[src/rtl/decoder_scan_if.sv]
// Bundle of select-side controls and registered decoder outputs for decoder_scan.
// The master drives enable/mode/select/load; the slave (the decoder) drives d/idx/tick.
interface decoder_scan_if #(
   parameter int N = 3
) ();
   logic             en;
   logic [1:0]       mode;
   logic [N-1:0]     sel;
   logic             load;
   logic [2**N-1:0]  d;
   logic [N-1:0]     idx;
   logic             tick;

   modport master (
      output en, mode, sel, load,
      input  d, idx, tick
   );

   modport slave (
      input  en, mode, sel, load,
      output d, idx, tick
   );
endinterface

[src/rtl/decoder_scan.sv]
// Registered N-to-2^N one-hot decoder with DIRECT, auto-SCAN and PULSE modes.
// Every output comes straight from a flop so downstream selects never glitch.
module decoder_scan_chk #(
   parameter int N = 3
) (
   input logic            clk,
   input logic            rst_n,
   input logic [2**N-1:0] d,
   input logic [N-1:0]    idx
);
   localparam int W = 2**N;

   a_onehot0 : assert property (@(posedge clk) disable iff (!rst_n) $onehot0(d));

   // A live output line must always be the one named by idx.
   a_d_matches_idx : assert property (@(posedge clk) disable iff (!rst_n)
      (d == {W{1'b0}}) || (d == ({{(W-1){1'b0}}, 1'b1} << idx)));
endmodule

module decoder_scan #(
   parameter int N   = 3,
   parameter int DIV = 4
) (
   input logic           clk,
   input logic           rst_n,
   decoder_scan_if.slave bus
);
   localparam int W  = 2**N;
   localparam int PW = (DIV > 1) ? $clog2(DIV) : 1;
   localparam logic [PW-1:0] PRESC_LAST = PW'(DIV - 1);

   typedef enum logic [1:0] {
      MODE_DIRECT = 2'b00,
      MODE_SCAN   = 2'b01,
      MODE_PULSE  = 2'b10,
      MODE_RSVD   = 2'b11
   } mode_e;

   function automatic logic [W-1:0] one_hot(input logic [N-1:0] v);
      logic [W-1:0] r;
      r    = {W{1'b0}};
      r[v] = 1'b1;
      return r;
   endfunction

   logic [W-1:0]  d_r,     d_s;
   logic [N-1:0]  idx_r,   idx_s;
   logic          tick_r,  tick_s;
   logic [PW-1:0] presc_r, presc_s;
   mode_e         prev_mode_r, prev_mode_s;
   mode_e         mode_s;

   assign mode_s = mode_e'(bus.mode);

   // State and output registers; reset wins over every other input.
   always_ff @(posedge clk) begin
      if (!rst_n) begin
         d_r         <= {W{1'b0}};
         idx_r       <= {N{1'b0}};
         tick_r      <= 1'b0;
         presc_r     <= {PW{1'b0}};
         prev_mode_r <= MODE_DIRECT;
      end else begin
         d_r         <= d_s;
         idx_r       <= idx_s;
         tick_r      <= tick_s;
         presc_r     <= presc_s;
         prev_mode_r <= prev_mode_s;
      end
   end

   // Next-state decode: idx, prescaler and stored mode hold unless a mode moves them.
   always_comb begin
      d_s         = {W{1'b0}};
      idx_s       = idx_r;
      tick_s      = 1'b0;
      presc_s     = presc_r;
      prev_mode_s = prev_mode_r;
      if (bus.en) begin
         prev_mode_s = mode_s;
         case (mode_s)
            MODE_DIRECT: begin
               d_s   = one_hot(bus.sel);
               idx_s = bus.sel;
            end
            MODE_SCAN: begin
               if (prev_mode_r != MODE_SCAN) begin
                  d_s     = one_hot(bus.sel);
                  idx_s   = bus.sel;
                  presc_s = {PW{1'b0}};
               end else if (presc_r == PRESC_LAST) begin
                  d_s     = one_hot(idx_r + N'(1'b1));
                  idx_s   = idx_r + N'(1'b1);
                  presc_s = {PW{1'b0}};
                  tick_s  = 1'b1;
               end else begin
                  // Rebuild d from idx so a line blanked by en=0 reappears on resume.
                  d_s     = one_hot(idx_r);
                  presc_s = presc_r + PW'(1'b1);
               end
            end
            MODE_PULSE: begin
               if (bus.load) begin
                  d_s   = one_hot(bus.sel);
                  idx_s = bus.sel;
               end else begin
                  d_s   = {W{1'b0}};
               end
            end
            MODE_RSVD: begin
               d_s = {W{1'b0}};
            end
            default: begin
               d_s = {W{1'b0}};
            end
         endcase
      end else begin
         d_s    = {W{1'b0}};
         tick_s = 1'b0;
      end
   end

   assign bus.d    = d_r;
   assign bus.idx  = idx_r;
   assign bus.tick = tick_r;

   decoder_scan_chk #(.N(N)) u_chk (
      .clk   (clk),
      .rst_n (rst_n),
      .d     (d_r),
      .idx   (idx_r)
   );
endmodule

[src/flat_wrapper.sv]
// flat-port wrapper written by rule: the top's interface ports become plain ports
module decoder_scan_flat 
#(
   parameter int N   = 3,
   parameter int DIV = 4
)
  (clk, rst_n, bus_en, bus_mode, bus_sel, bus_load, bus_d, bus_idx, bus_tick);
  decoder_scan_if #(.N(N)) bus_i ();
  input logic clk;
  input logic rst_n;
  input wire logic [$bits(bus_i.en)-1:0] bus_en;
  input wire logic [$bits(bus_i.mode)-1:0] bus_mode;
  input wire logic [$bits(bus_i.sel)-1:0] bus_sel;
  input wire logic [$bits(bus_i.load)-1:0] bus_load;
  output wire logic [$bits(bus_i.d)-1:0] bus_d;
  output wire logic [$bits(bus_i.idx)-1:0] bus_idx;
  output wire logic [$bits(bus_i.tick)-1:0] bus_tick;
  assign bus_i.en = bus_en;
  assign bus_i.mode = bus_mode;
  assign bus_i.sel = bus_sel;
  assign bus_i.load = bus_load;
  assign bus_d = bus_i.d;
  assign bus_idx = bus_i.idx;
  assign bus_tick = bus_i.tick;
  decoder_scan #(.N(N), .DIV(DIV)) u_core (.clk(clk), .rst_n(rst_n), .bus(bus_i));
endmodule
[config.mk]
export PLATFORM = sky130hd
export DESIGN_NAME = decoder_scan_flat
export DESIGN_NICKNAME = d
export VERILOG_FILES = /design/src/rtl/decoder_scan_if.sv /design/src/rtl/decoder_scan.sv /design/src/flat_wrapper.sv
export SDC_FILE = /design/constraint.sdc
export NUM_CORES = 1
export LEC_CHECK = 0
export CORE_ASPECT_RATIO = 1.5
export CORE_MARGIN = 2
export CORE_UTILIZATION = 36
export DETAILED_ROUTE_END_ITERATION = 12
export PLACE_DENSITY = 0.7
export SLEW_MARGIN = 30
export SYNTH_ARGS = -nofsm -noshare
export SYNTH_HDL_FRONTEND = slang
export SYNTH_SLANG_ARGS = --single-unit
[constraint.sdc]
create_clock -name clk -period 1.7 [get_ports clk]
set_clock_uncertainty 0.15 [all_clocks]
set_input_delay 0.255 -clock clk [delete_from_list [all_inputs] [get_ports clk]]
set_output_delay 0.255 -clock clk [all_outputs]
set_load 0.1 [all_outputs]
==> qor.csv <==
metric,value,unit
outcome,"finished, final reports clean",
first_pass_iters,4,
crit_arrival,1.64,ns
nNetsFinal,158,
grt_pass1_wl,4.44,mm
start_util,37.5,%
antenna_found_initial,0,
min_path_cells,2,
final-hold-violation-count,0,
power.share.switching,30.6,%
power.leakage,0.000586,uW
hold_class,reg2reg,
dieWidth,46.9,um
cts_htree_levels,1,
final_area,1540,um^2
num_vias,1026,
rsz0062_at_grt,no,
drt-wirelength-per-cell,15.2,um
grt_overflow,0,
io-pin-count,21,
finalCritPeriodShare,96.4,%
switchingPower,307,uW
ys_seq_area_share,32.3,%
r2r_setup_slack,0.10,ns
drcViolationCount,0,
grtUsageTotal,19.4,%
vdd_ir_drop_max,0.000452,V
crit_fanout,3,
gp_congestion,0.948,
relSlewSlack,73.2,%
avgSynthCellArea,8.86,um^2
power.density,650,nW/um^2
synth_edf_count,0,
clock_path_buffers,2,
fp.dieArea,3200,um^2
synthArstFlopShare,0,%
path_clk_slew,0.07,ns
row_count,23,
io_buffers,20,
ys_seq_elements,16,
r2r-start,u_core.bus.idx[0],
cts_sinks,16,
startpoint_type,input port,
synth_cells,112,
fin_hold_ws,0.419,ns
syn-num-nets,123,
finalCriticalPeriod,1.64,ns
synth_area,992,um^2
fmaxAchievable,610,MHz
p_seq_share,39.6,%
finalSetupViolCount,0,
placed_cells,179,
via_per_inst,5.61,
yosys_most_used_dff,dfxtp_1,
cts_tree,built,
path_class,in2reg,
yosysWarnings,0,
yosys.area.top_type,dfxtp_1,
wirelength,2.78,mm
core_area,2650,um^2
r2r_end,u_core.bus.d[7],
synth.top_cells.by_count,"dfxtp_1, nor2b_1, nand2_1",
p_comb_share,24.8,%
layoutNonFillerInstCount,183,
detail_route.iter0.violations,54,
crit_path_end_kind,flip-flop,
hold_path_startpoint,u_core.prev_mode_r[1],
intPower,697,uW
cts_root_buffer,clkbuf_8,
place_area,1440,um^2
yosysUniqueCellTypes,46,
worstMarginPinSlew,0.396,ns
synthDominantCellAreaShare,32.3,%
yosysMostFrequentCell,dfxtp_1,
clock_power_share,35.6,%
hpwlAfterDp,2.10,mm
die_h,68.3,um
multiInputGateArea,662,um^2
insertion_delay,0.26,ns
regArea,329,um^2
drive_gt1_share,33.6,%
grt_max_degree,14,
cp.required,1.70,ns
numCtsBuffers,3,
grt_pass1_vias,1010,
ys_top_cells_by_area,"dfxtp_1, nor2b_1, buf_6, a31oi_1, mux2i_1",
antenna_cells,0,
maxCapViolations,0,
nFillCells,234,
tns,0,ns
rr_worst_depth,5,
fin_util,58.3,%
ant_nets,0,
slew_violations,0,
holdPathEnd,u_core.prev_mode_r[1],
areaGrowthSynthToFinish,55.6,%
## placed cells by master, fill, tap and decap left out, drive strengths merged, types with 2 or more instances in the layout
cell type	instances
nand2b	2
a21o	2
or3	4
nor2	5
o221ai	3
dfxtp	16
ha	2
inv	5
nor3b	2
and2	2
a21oi	3
nand2	7
nor4	2
nor2b	8
a31o	2
nand3	3
mux2i	3
nor3	4
o22a	2
o211ai	2
clkdlybuf4s50	8
a31oi	5
clkbuf	4
o21ai	6
buf	27
## critical path, stage by stage
cell and delay (ns):
clkdlybuf4s50_1 0.50, nor2b_1 0.23, nor4b_1 0.10, a31o_1 0.21, a221o_1 0.34
## sequential cells by signal (all words and copies together) (netlist names)
register	flops
u_core.presc_r	2
u_core.bus.tick	1
u_core.bus.d	8
u_core.prev_mode_r	2
u_core.bus.idx	3
## power by group through the flow
stage          clock, uW  sequential, uW  combinational (uW)
3_5_place_dp           0             405                 237
3_3_place_gp           0             404                 233
2_1_floorplan          0             455                90.5
6_report             357             398                 249
4_1_cts              357             397                 241
5_1_grt              374             399                 263
## worst max-delay path by stage
stage / start / slack, ns / to
after global placement: bus_mode[1] / -0.18 / u_core.bus.idx[1]
after floorplan: u_core.bus.idx[1] / 0.02 / u_core.bus.d[3]
after detailed placement: rst_n / -0.22 / u_core.bus.d[7]
after global routing: rst_n / 0.006 / u_core.bus.d[6]
after CTS: u_core.presc_r[0] / 0.02 / u_core.bus.d[5]
final: bus_mode[1] / 0.06 / u_core.bus.d[3]
## timing repair
| item | CTS | global route |
|---|---|---|
| resized for setup | 3 | 6 |
| endpoints found under the setup margin | 2 | 4 |
| gates cloned | 0 | 0 |
| pin swaps | 1 | 0 |
| setup buffers | 0 | 0 |
| hold buffers | 0 | 0 |
## final cells by class
class,count,share of cell area (%)
well taps,37,3.00
multi-input cells,86,42.9
flip-flops and latches,16,21.3
inverters,5,1.22
repair buffers,35,28.0
clock buffers,4,3.57
## logic make-up after synthesis
kind of cell / share of synthesized area (%)
simple gates: 30.6
compound gates: 23.5
flops: 32.3
buf+inv: 6.93
mux: 4.16
fa+ha+maj: 2.52
## per-stage QoR
stage / setup slack, ns / power (uW)
after detailed placement: -0.221 / 642
final: 0.0609 / 1000
after global routing: 0.00626 / 1040
after global placement: -0.176 / 637
after floorplan: 0.0202 / 546
after CTS: 0.0170 / 995
## layer usage
metal / up-vias / global-route usage [%] / routed length [um]
li1: 490 / - / -
met1: 489 / 19.7 / 1050
met2: 36 / 33.7 / 1510
met3: 11 / 2.90 / 114
met4: 0 / 14.9 / 116
met5: - / 0 / 0
No activity file was read; power rests on OpenSTA's default activity.
